File: src/rtl/rf_wr_sched_if.sv
// Bundle of writeback requests, register-file write port, reservation and busy-check
// signals. The scheduler sits on the slave side.
interface rf_wr_sched_if #(
  parameter int unsigned pw = 4
);
  logic          req0_valid;
  logic [pw-1:0] req0_addr;
  logic [7:0]    req0_data;
  logic          req0_ready;
  logic          req1_valid;
  logic [pw-1:0] req1_addr;
  logic [7:0]    req1_data;
  logic          req1_ready;
  logic          rf_wr_en;
  logic [pw-1:0] rf_wr_addr;
  logic [7:0]    rf_dat_in;
  logic          rsv_en;
  logic [pw-1:0] rsv_addr;
  logic          rsv_ok;
  logic [pw-1:0] rd_addrA;
  logic [pw-1:0] rd_addrB;
  logic          busyA;
  logic          busyB;

  modport slave (
    input  req0_valid, req0_addr, req0_data,
    output req0_ready,
    input  req1_valid, req1_addr, req1_data,
    output req1_ready,
    output rf_wr_en, rf_wr_addr, rf_dat_in,
    input  rsv_en, rsv_addr,
    output rsv_ok,
    input  rd_addrA, rd_addrB,
    output busyA, busyB
  );

  modport master (
    output req0_valid, req0_addr, req0_data,
    input  req0_ready,
    output req1_valid, req1_addr, req1_data,
    input  req1_ready,
    input  rf_wr_en, rf_wr_addr, rf_dat_in,
    output rsv_en, rsv_addr,
    input  rsv_ok,
    output rd_addrA, rd_addrB,
    input  busyA, busyB
  );
endinterface

File: src/rtl/rf_wr_sched.sv
// Register-file write scheduler: round-robin arbitration of two writeback sources onto
// one registered write port, plus a busy-bit scoreboard for destination reservations.
module rf_wr_sched #(
  parameter int unsigned pw = 4
) (
  input logic         clk,
  input logic         reset,
  rf_wr_sched_if.slave bus
);
  localparam int unsigned NumRegs = 2 ** pw;

  logic               r_pri;
  logic               r_wr_en;
  logic [pw-1:0]      r_wr_addr;
  logic [7:0]         r_wr_data;
  logic [NumRegs-1:0] r_busy;

  logic               w_ready0;
  logic               w_ready1;
  logic               w_accept;
  logic               w_rsv_ok;
  logic [NumRegs-1:0] w_busy_d;

  // Readies are forced low while reset is held so nothing is accepted.
  always_comb begin
    w_ready0 = ~reset & bus.req0_valid & (~r_pri | ~bus.req1_valid);
    w_ready1 = ~reset & bus.req1_valid & (r_pri | ~bus.req0_valid);
    w_accept = w_ready0 | w_ready1;
    w_rsv_ok = ~r_busy[bus.rsv_addr];
  end

  // Clear from the commit first, then the reservation so a same-edge set wins.
  always_comb begin
    w_busy_d = r_busy;
    if (r_wr_en) begin
      w_busy_d[r_wr_addr] = 1'b0;
    end
    if (bus.rsv_en && w_rsv_ok) begin
      w_busy_d[bus.rsv_addr] = 1'b1;
    end
  end

  always_ff @(posedge clk or posedge reset) begin
    if (reset) begin
      r_pri     <= 1'b0;
      r_wr_en   <= 1'b0;
      r_wr_addr <= '0;
      r_wr_data <= '0;
      r_busy    <= '0;
    end else begin
      r_wr_en <= w_accept;
      r_busy  <= w_busy_d;
      if (w_accept) begin
        r_pri     <= w_ready0;
        r_wr_addr <= w_ready0 ? bus.req0_addr : bus.req1_addr;
        r_wr_data <= w_ready0 ? bus.req0_data : bus.req1_data;
      end
    end
  end

  assign bus.req0_ready = w_ready0;
  assign bus.req1_ready = w_ready1;
  assign bus.rf_wr_en   = r_wr_en;
  assign bus.rf_wr_addr = r_wr_addr;
  assign bus.rf_dat_in  = r_wr_data;
  assign bus.rsv_ok     = w_rsv_ok;
  assign bus.busyA      = r_busy[bus.rd_addrA];
  assign bus.busyB      = r_busy[bus.rd_addrB];

endmodule

File: src/flat_wrapper.sv
// flat-port wrapper written by rule: the top's interface ports become plain ports
module rf_wr_sched_flat 
#(
  parameter int unsigned pw = 4
)
  (clk, reset, bus_req0_valid, bus_req0_addr, bus_req0_data, bus_req0_ready, bus_req1_valid, bus_req1_addr, bus_req1_data, bus_req1_ready, bus_rf_wr_en, bus_rf_wr_addr, bus_rf_dat_in, bus_rsv_en, bus_rsv_addr, bus_rsv_ok, bus_rd_addrA, bus_rd_addrB, bus_busyA, bus_busyB);
  rf_wr_sched_if #(.pw(pw)) bus_i ();
  input logic clk;
  input logic reset;
  input wire logic [$bits(bus_i.req0_valid)-1:0] bus_req0_valid;
  input wire logic [$bits(bus_i.req0_addr)-1:0] bus_req0_addr;
  input wire logic [$bits(bus_i.req0_data)-1:0] bus_req0_data;
  output wire logic [$bits(bus_i.req0_ready)-1:0] bus_req0_ready;
  input wire logic [$bits(bus_i.req1_valid)-1:0] bus_req1_valid;
  input wire logic [$bits(bus_i.req1_addr)-1:0] bus_req1_addr;
  input wire logic [$bits(bus_i.req1_data)-1:0] bus_req1_data;
  output wire logic [$bits(bus_i.req1_ready)-1:0] bus_req1_ready;
  output wire logic [$bits(bus_i.rf_wr_en)-1:0] bus_rf_wr_en;
  output wire logic [$bits(bus_i.rf_wr_addr)-1:0] bus_rf_wr_addr;
  output wire logic [$bits(bus_i.rf_dat_in)-1:0] bus_rf_dat_in;
  input wire logic [$bits(bus_i.rsv_en)-1:0] bus_rsv_en;
  input wire logic [$bits(bus_i.rsv_addr)-1:0] bus_rsv_addr;
  output wire logic [$bits(bus_i.rsv_ok)-1:0] bus_rsv_ok;
  input wire logic [$bits(bus_i.rd_addrA)-1:0] bus_rd_addrA;
  input wire logic [$bits(bus_i.rd_addrB)-1:0] bus_rd_addrB;
  output wire logic [$bits(bus_i.busyA)-1:0] bus_busyA;
  output wire logic [$bits(bus_i.busyB)-1:0] bus_busyB;
  assign bus_i.req0_valid = bus_req0_valid;
  assign bus_i.req0_addr = bus_req0_addr;
  assign bus_i.req0_data = bus_req0_data;
  assign bus_req0_ready = bus_i.req0_ready;
  assign bus_i.req1_valid = bus_req1_valid;
  assign bus_i.req1_addr = bus_req1_addr;
  assign bus_i.req1_data = bus_req1_data;
  assign bus_req1_ready = bus_i.req1_ready;
  assign bus_rf_wr_en = bus_i.rf_wr_en;
  assign bus_rf_wr_addr = bus_i.rf_wr_addr;
  assign bus_rf_dat_in = bus_i.rf_dat_in;
  assign bus_i.rsv_en = bus_rsv_en;
  assign bus_i.rsv_addr = bus_rsv_addr;
  assign bus_rsv_ok = bus_i.rsv_ok;
  assign bus_i.rd_addrA = bus_rd_addrA;
  assign bus_i.rd_addrB = bus_rd_addrB;
  assign bus_busyA = bus_i.busyA;
  assign bus_busyB = bus_i.busyB;
  rf_wr_sched #(.pw(pw)) u_core (.clk(clk), .reset(reset), .bus(bus_i));
endmodule
File: config.mk
export PLATFORM = sky130hd
export DESIGN_NAME = rf_wr_sched_flat
export DESIGN_NICKNAME = d
export VERILOG_FILES = /design/src/rtl/rf_wr_sched_if.sv /design/src/rtl/rf_wr_sched.sv /design/src/flat_wrapper.sv
export SDC_FILE = /design/constraint.sdc
export NUM_CORES = 1
export LEC_CHECK = 0
export CORE_AREA = 2 2 70 72
export CTS_CLUSTER_SIZE = 8
export DETAILED_ROUTE_END_ITERATION = 10
export DIE_AREA = 0 0 72 74
export GPL_ROUTABILITY_DRIVEN = 0
export GPL_TIMING_DRIVEN = 0
export PLACE_DENSITY = 0.7
export SLEW_MARGIN = 25
export SYNTH_ARGS = -nofsm -noshare
export SYNTH_HDL_FRONTEND = slang
export SYNTH_SLANG_ARGS = --single-unit
export TNS_END_PERCENT = 10
File: constraint.sdc
create_clock -name clk -period 2.84 [get_ports clk]
set_clock_uncertainty 0.2 [all_clocks]
set_input_delay 0.284 -clock clk [delete_from_list [all_inputs] [get_ports clk]]
set_output_delay 0.284 -clock clk [all_outputs]
set_load 0.005 [all_outputs]
==> reports/results.tsv <==
metric	value	unit
status	finished, final reports clean	
yosysWarnings	0	
finalPower	1.681	mW
ys_seq_area_share	42.43	%
critPathKind	in -> out	
fin_nets	281	
ios	59	
grt_usage	17.48	%
vias	1628	
critical_path.endpoint_type	output port	
synth_nets	214	
leakagePower	0.9548	nW
initial_core_util	38.48	%
fin_cells	295	
relSlewSlack	59.51	%
synth_cells	173	
hold_viol	0	
synth_top_area_cell	dfrtp_1	
synthFlopType	dfrtp_1	
root_buffer	clkbuf_8	
diodes	0	
synth_top_area_share	42.43	%
clk_path_buf_depth	2	
max_cap_violations	0	
numClockSinks	30	
viasPerCell	5.519	
overflow	0	
worstMarginPinSlew	0.6064	ns
dpl_worst_slack	-0.02390	ns
synthTopCellsByArea	dfrtp_1 42%, mux4_2 14%, o21ai_0 8.5%	
holdWs	0.2858	ns
grt_pass1_wl	7.231	mm
syn_to_final_growth	42.57	%
clk_pin_slew	0.06	ns
core.rowCount	25	
startpoint_type	primary input	
avgSynthCellArea	10.23	µm²
fillCellCount	397	
layout_min_cycle_time	2.649	ns
postSynth.asyncResetShare	100.0	%
drt-pass1-iter-count	5	
path_max_fanout	10	
synth_area	0.001769	mm²
setup_ws	0.1912	ns
crit_arrival	2.16	ns
ir_drop	0.3418	mV
synthTopCellsByCount	30 x dfrtp_1, 30 x o21ai_0, 15 x nand3_1	
ys_ff_latch	30	
routedWlPerCell	14.98	µm
setup_viol	0	
rrSetupSlack	1.06	ns
fp.dieArea	0.005328	mm²
grt_max_degree	31	
fmax	377.5	MHz
cts_made_buffers	5	
die_x	72	µm
rsz0062_at_grt	false	
finalCritPeriodShare	93.27	%
antenna_found_initial	0	
cts_tree	built	
die_y	74	µm
drt-total-wl	4.419	mm
coreArea	0.004598	mm²
cp.required	2.36	ns
postRouteAntennaNets	0	
grt_pass1_vias	1584	
cts-htree-levels	2	
hp-class	in -> async	
synth_edf_count	0	
dp.cells	285	
p_per_area	666.5	mW/mm²
final_max_slew_viol_count	0	
hold_buffers	0	
drc	0	
drive_gt1_share	13.28	%
dp.final_hpwl	3.380	mm
finalCoreUtilization	54.86	%
first_iter_violations	67	
port_buffers	58	
clock_latency	0.28	ns
ys_types	32	
through the flow:
step                      instance area (µm²)  TNS (ns)
after floorplan                          1769         0
after global placement                   2417  -0.05553
after detailed placement                 2417  -0.02390
after CTS                                2522         0
after global routing                     2522         0
final                                    2522         0
sequential cells by signal, indices dropped and copies added (netlist names):
| name | flops |
|---|---|
| u_core.bus.rf_wr_addr | 4 |
| u_core.bus.rf_wr_en | 1 |
| u_core.r_busy | 16 |
| u_core.r_pri | 1 |
| u_core.bus.rf_dat_in | 8 |
layer usage:
layer	vias to the layer above	track usage [%]	share of wire, %
li1	794	-	-
met1	747	20.93	42
met2	81	30.66	48
met3	6	6.233	9.4
met4	0	3.774	0.77
met5	-	0	0
timing repair:
item | in CTS | in global routing
endpoints found under the hold margin | 0 | 0
gates resized for setup | 1 | 0
setup buffers | 2 | 0
setup endpoints to repair | 1 | 0
cells by family (layout without fill, tap and decap cells):
logic type	Yosys count	in the layout	synth area share, %
buffers and inverters	11	79	2.829
and+or+nand+nor	53	53	16.20
DFF	30	30	42.43
muxes	21	21	20.65
AOI/OAI and AO/OA	58	58	17.89
where the power goes:
part | internal, mW | switching, mW | total, mW
Sequential | 0.571 | 0.140 | 0.710
Clock | 0.195 | 0.150 | 0.345
Combinational | 0.393 | 0.233 | 0.626
Total | 1.16 | 0.523 | 1.68
worst max-delay path, stage by stage:
cell and delay [ns]:
clkdlybuf4s50_1 0.49, buf_2 0.23, mux4_2 0.34, mux2i_1 0.17, mux2_2 0.17, clkdlybuf4s50_1 0.49
path summary, 6_finish.rpt:
| path | startpoint | end | depth (start not counted) |
|---|---|---|---|
| worst max-delay path | bus_rsv_addr[1] | bus_rsv_ok | 6 |
| worst min-delay path | reset | u_core.r_pri$_DFFE_PP0P_ | 2 |
| worst max register to register | u_core.r_busy[11]$_DFF_PP0_ | u_core.r_busy[9]$_DFF_PP0_ | 3 |
| worst min register to register | u_core.r_pri$_DFFE_PP0P_ | u_core.r_pri$_DFFE_PP0P_ | 1 |
| max in group asynchronous | reset | u_core.r_busy[0]$_DFF_PP0_ | 2 |
| min in group clk | u_core.r_pri$_DFFE_PP0P_ | u_core.r_pri$_DFFE_PP0P_ | 1 |
cell type report:
type                       count  area [µm²]  area share (%)
buffer                         9       42.54           1.687
clock buffer                   7       86.33           3.423
multi-input combinational    132       968.4           38.39
clock inverter                 1       5.005          0.1984
tap                           54       67.56           2.679
sequential                    30       750.7           29.76
timing repair buffer          60       594.3           23.56
inverter                       2       7.507          0.2976
layout by cell type (no fill, tap or decap), types with 6 or more instances in the layout:
| master | netlist | final |
|---|---|---|
| clkdlybuf4s50_1 | 0 | 57 |
| o21ai_0 | 30 | 30 |
| dfrtp_1 | 30 | 30 |
| nand3_1 | 15 | 15 |
| nor2_1 | 14 | 14 |
| a31oi_1 | 12 | 12 |
| mux4_2 | 11 | 11 |
| o21ai_1 | 10 | 10 |
| clkbuf_1 | 7 | 8 |
| mux2i_1 | 8 | 8 |
| nand2_1 | 6 | 6 |
| clkbuf_8 | 0 | 6 |
Note: power is estimated with default switching activity, not from simulation.
